File: src/rtl/cu_mem_arbiter.sv
// Round-robin arbiter that shares one memory read/write port among num_cu compute units.
// One transaction is in flight at a time, and a watchdog aborts transactions that get no response.
module cu_mem_arbiter #(
    parameter int num_cu         = 4,
    parameter int addr_width     = 32,
    parameter int data_width     = 32,
    parameter int timeout_cycles = 1024
) (
    input  logic                         clk,
    input  logic                         rst,
    input  logic [num_cu-1:0]            cu_read_req,
    input  logic [num_cu*addr_width-1:0] cu_read_addr,
    output logic [num_cu-1:0]            cu_read_valid,
    output logic [data_width-1:0]        cu_read_data,
    input  logic [num_cu-1:0]            cu_write_req,
    input  logic [num_cu*addr_width-1:0] cu_write_addr,
    input  logic [num_cu*data_width-1:0] cu_write_data,
    output logic [num_cu-1:0]            cu_write_ack,
    output logic                         mem_read_req,
    output logic [addr_width-1:0]        mem_read_addr,
    input  logic                         mem_read_valid,
    input  logic [data_width-1:0]        mem_read_data,
    output logic                         mem_write_req,
    output logic [addr_width-1:0]        mem_write_addr,
    output logic [data_width-1:0]        mem_write_data,
    input  logic                         mem_write_ack,
    output logic                         busy,
    output logic [$clog2(num_cu)-1:0]    grant_id,
    output logic                         timeout_err,
    output logic [$clog2(num_cu)-1:0]    timeout_id
);

    localparam int id_w  = $clog2(num_cu);
    localparam int cnt_w = (timeout_cycles > 1) ? $clog2(timeout_cycles) : 1;
    localparam bit wdog_en = (timeout_cycles > 0);
    localparam logic [cnt_w-1:0] cnt_last = cnt_w'((timeout_cycles > 0) ? timeout_cycles - 1 : 0);
    localparam logic [id_w:0]    num_cu_w = (id_w + 1)'(num_cu);
    localparam logic [id_w-1:0]  last_id  = id_w'(num_cu - 1);

    // Each wait state owns one state bit, so the downstream requests come straight from flops.
    typedef enum logic [1:0] {
        IDLE    = 2'b00,
        RD_WAIT = 2'b01,
        WR_WAIT = 2'b10
    } state_t;

    state_t           state, state_nxt;
    logic [id_w-1:0]  rr_ptr;
    logic [id_w-1:0]  winner;
    logic             any_req;
    logic [num_cu-1:0] eligible;
    logic [cnt_w-1:0] wait_cnt;
    logic             resp;
    logic             expired;

    assign eligible      = cu_read_req | cu_write_req;
    assign mem_read_req  = state[0];
    assign mem_write_req = state[1];
    assign busy          = (state != IDLE);

    assign resp    = (state == RD_WAIT && mem_read_valid) || (state == WR_WAIT && mem_write_ack);
    assign expired = wdog_en && (state != IDLE) && (wait_cnt == cnt_last) && !resp;

    // First eligible unit at or above rr_ptr, wrapping past num_cu-1.
    always_comb begin : arb_search
        logic [id_w:0] idx;
        // NOTE: every combinational output gets a default before any branch, so no latch is inferred.
        any_req = 1'b0;
        winner  = '0;
        idx     = '0;
        for (int k = 0; k < num_cu; k++) begin
            idx = {1'b0, rr_ptr} + (id_w + 1)'(k);
            if (idx >= num_cu_w) begin
                idx = idx - num_cu_w;
            end
            if (!any_req && eligible[idx[id_w-1:0]]) begin
                any_req = 1'b1;
                winner  = idx[id_w-1:0];
            end
        end
    end

    always_comb begin
        state_nxt     = state;
        cu_read_valid = '0;
        cu_write_ack  = '0;
        cu_read_data  = '0;
        case (state)
            IDLE: begin
                if (any_req) begin
                    state_nxt = cu_read_req[winner] ? RD_WAIT : WR_WAIT;
                end
            end
            RD_WAIT: begin
                if (mem_read_valid) begin
                    cu_read_valid[grant_id] = 1'b1;
                    cu_read_data            = mem_read_data;
                    state_nxt               = IDLE;
                end else if (expired) begin
                    state_nxt = IDLE;
                end
            end
            WR_WAIT: begin
                if (mem_write_ack) begin
                    cu_write_ack[grant_id] = 1'b1;
                    state_nxt              = IDLE;
                end else if (expired) begin
                    state_nxt = IDLE;
                end
            end
            default: state_nxt = IDLE;
        endcase
    end

    // NOTE: sequential state uses non-blocking assignments so every flop samples pre-edge values.
    always_ff @(posedge clk) begin
        if (rst) begin
            state          <= IDLE;
            rr_ptr         <= '0;
            grant_id       <= '0;
            wait_cnt       <= '0;
            mem_read_addr  <= '0;
            mem_write_addr <= '0;
            mem_write_data <= '0;
            timeout_err    <= 1'b0;
            timeout_id     <= '0;
        end else begin
            state <= state_nxt;
            if (state == IDLE) begin
                wait_cnt <= '0;
                if (any_req) begin
                    grant_id <= winner;
                    rr_ptr   <= (winner == last_id) ? '0 : winner + id_w'(1);
                    if (cu_read_req[winner]) begin
                        mem_read_addr <= cu_read_addr[int'(winner)*addr_width +: addr_width];
                    end else begin
                        mem_write_addr <= cu_write_addr[int'(winner)*addr_width +: addr_width];
                        mem_write_data <= cu_write_data[int'(winner)*data_width +: data_width];
                    end
                end
            end else begin
                wait_cnt <= wait_cnt + cnt_w'(1);
            end
            if (expired) begin
                timeout_err <= 1'b1;
                if (!timeout_err) begin
                    timeout_id <= grant_id;
                end
            end
        end
    end

endmodule
File: config.mk
export PLATFORM = sky130hd
export DESIGN_NAME = cu_mem_arbiter
export DESIGN_NICKNAME = d
export VERILOG_FILES = /design/src/rtl/cu_mem_arbiter.sv
export SDC_FILE = /design/constraint.sdc
export NUM_CORES = 1
export LEC_CHECK = 0
export ABC_AREA = 1
export ABC_CLOCK_PERIOD_IN_PS = 3100
export CORE_AREA = 3 3 224 226
export CTS_CLUSTER_DIAMETER = 120
export DETAILED_ROUTE_END_ITERATION = 10
export DIE_AREA = 0 0 227 229
export GPL_ROUTABILITY_DRIVEN = 0
export PLACE_DENSITY = 0.44
export SYNTH_ARGS = -nofsm -noshare
export SYNTH_HDL_FRONTEND = slang
export SYNTH_SLANG_ARGS = --single-unit
File: constraint.sdc
create_clock -name clk -period 3.1 [get_ports clk]
set_input_delay 0.62 -clock clk [delete_from_list [all_inputs] [get_ports clk]]
set_output_delay 0.62 -clock clk [all_outputs]
set_load 0.01 [all_outputs]
==> flow_summary.toml <==
[run_status]
status = "completed"

[critical_path]
critPathKind = "input pin to output port"
crit_buf_inv = 3
cp_data_arrival_time_ps = 2120
critPathSlowestCell = "clkdlybuf4s50_1"
cp-start-kind = "input pin"
crit_required_ps = 2480
worst_setup_path_end_kind = "output port"
cpPeakStageDelay_ps = 580
path_max_fanout = 37
cpMostUsedCell = "clkdlybuf4s50_1"
crit_family = "buffers and inverters"
cp_cell_sequence = "clkdlybuf4s50_1, nand2_1, buf_12, nor2_1, clkdlybuf4s50_1"

[clocking]
cts_setup_buffers = 0
clkLatencyLatePin_ps = 440
cts.clk_slew.worst_paths_ps = 50
clock_path_buffers = 2
cts_root_buffer = "clkbuf_16"
clkSinkCount = 115
cts_resized = 0
h-tree-depth = 4
cts_hold_buf = 0
numCtsBuffers = 17
cts_tree = "yes"

[yosys]
synthCells = 1595
synthAdderAreaFrac = 0.002851
synth-xor-area-share = 0.0009977
synth_area_sq_mm = 0.008778
ys.warnings.count = 0
avgSynthCellArea_sq_um = 5.504
ys_ff_latch = 115
synthSimpleGateAreaFrac = 0.3999
synth_top_family_by_area = "simple AND/OR/NAND/NOR gates"
syn_nets = 2025
synth_compound_area_frac = 0.1499
muxShareOfSynthArea = 0
yosysSeqAreaShare = 0.2623
synth_cell_types = 30

[floorplanning]
die_w_um = 227
die_area_sq_mm = 0.05198
rows = 81
io_pins = 572
start_util = 0.1808
die_h_um = 229
coreArea_sq_mm = 0.04855

[sta]
fin_crit_sh = 0.8843
skew_ps = 9.222
hold_violations = 0
fin_hold_ws_ps = 450.7
setup_violations = 0
finalMaxSlewViolations = 0
period_needed_ps = 2741
rsz0062_at_grt = "false"
worst_slew_pin_slew_ps = 515.3
max_freq_mhz = 364.8
relSlewSlack = 0.6564

[finish]
multi_input_comb_area_sq_mm = 0.004900
final_cell_mix = "571 x clkdlybuf4s50_1, 439 x nor2_1, 433 x nand2_1, 248 x inv_1, 115 x dfxtp_1"
n_fill_cell = 5397
final_common_cell = "clkdlybuf4s50_1"
ff_latch_area_sq_mm = 0.002302
num-nets-final = 2564
syn2layout_area_growth_pct = 79.48
drive_above_1_share = 0.04104
fin_area_sq_mm = 0.01576
final_cells = 2770

[global_route]
antenna_found_initial = 9
grt_start_max_net_pins = 102
grt-ovfl-total = 0
grt_pass1_vias = 11240
grt_pass1_wl_um = 64360
grt_usage = 0.1636

[power]
p_per_area_mw_per_mm2 = 945.0
vdd_drop_max_uv = 552.7
p_leak_nw = 7.319

[routing]
vias = 11190
drcViolationCount = 0
first_pass_iters = 5
totalWireLength_um = 44120
drtAntennaViolNets = 0
via_per_inst = 4.040
drt-initial-drc-count = 392
wl_per_cell_um = 15.93

[place]
portBuffers = 571
dp_cells = 2737
dpl_cell_area_sq_mm = 0.01519
dp_hpwl_um = 35420

[run]
cap_violations = 0

[worst_hold_path]
min_path_type = "flop to flop"
-- path summary, 6_finish.rpt --
check | start | to | slack, ps | depth (start not counted)
hold reg to reg | wait_cnt[0] | wait_cnt[0] | 450 | 1
setup reg to reg | rr_ptr[0] | mem_write_addr[25] | 460 | 15
setup / recovery | mem_read_valid | cu_read_data[15] | 360 | 5
hold / removal | wait_cnt[0] | wait_cnt[0] | 450 | 1
-- state kept, by name, indices dropped and copies added (netlist names) --
register	cells
state	2
timeout_id	2
rr_ptr	2
wait_cnt	10
grant_id	2
mem_write_addr	32
timeout_err	1
mem_write_data	32
mem_read_addr	32
-- per-stage QoR --
| step | worst slack [ps] | power (mW) | utilization | setup TNS [ps] |
|---|---|---|---|---|
| after global placement | 18.21 | 13.13 | 0.3128 | 0 |
| after CTS | 348.8 | 15.23 | 0.3243 | 0 |
| final | 358.7 | 14.89 | 0.3245 | 0 |
| after global routing | 205.7 | 16.58 | 0.3245 | 0 |
| after floorplan | 754.0 | 9.384 | - | 0 |
| after detailed placement | -18.59 | 13.16 | 0.3128 | -18.59 |
-- cell families (layout without fill, tap and decap cells) --
family,after synthesis,in the layout
AOI/OAI and AO/OA,215,215
xor gates and xnor gates,1,1
adders and majority gates,2,2
buffers and inverters,352,901
DFF,115,115
other,0,4
and+or+nand+nor,910,910
-- Yosys cell counts --
master    count  area, sq um
buf_1         1        3.750
xor2_1        1        8.760
and3_1        2        12.51
buf_4        17        127.6
inv_2         3        11.26
inv_4         1        6.260
o21ai_0      87        435.4
nor3_1        2        10.01
buf_6        23        259.0
nand3b_1      3        22.52
nor2_4        1        11.26
nand3_2       1        10.01
dfxtp_1     115         2302
a21oi_1      15        75.07
nor2_1      439         1648
clkbuf_1     22        82.58
nand4_1       4        25.02
buf_8         1        15.01
nand3_1      18        90.09
nand3_4       1        17.52
ha_1          2        25.02
o21ai_1      17        85.08
or2_2         1        6.260
buf_2        35        175.2
nor3b_1       1        7.510
nor4_1        1        6.260
nand2_1     433         1625
inv_1       249        934.7
nand2_2       3        18.77
o211ai_1     96        720.7
-- layer usage --
metal / wire length (um) / track usage / vias up / part of all wire
met5: 0 / 0 / - / 0
met4: 987 / 0.06491 / 0 / 0.022
met1: 16870 / 0.1701 / 4852 / 0.38
li1: - / - / 5903 / -
met2: 22110 / 0.2968 / 394 / 0.50
met3: 4152 / 0.05934 / 41 / 0.094
-- power breakdown --
part,switching (mW),internal [mW]
clock,0.722,1.22
combinational,6.29,4.40
sequential,0.273,1.98
total,7.28,7.61
-- worst reg2reg max path: cells and delay by family (launching register included) --
family | cells | cell delay, ps
buffers and inverters | 3 | 550
and+or+nand+nor | 11 | 1310
DFF | 1 | 570
AOI/OAI and AO/OA | 1 | 120
-- final cells by class --
cell class,instances,share of cell area
repair buffers,619,0.3968
multi-input cells,1128,0.3110
flip-flops and latches,115,0.1461
inverters,253,0.06067
well taps,622,0.04940
clock buffers,23,0.03034
clock inverters,6,0.005083
diodes,4,0.0006353
Power figures use the tool's default switching activity.
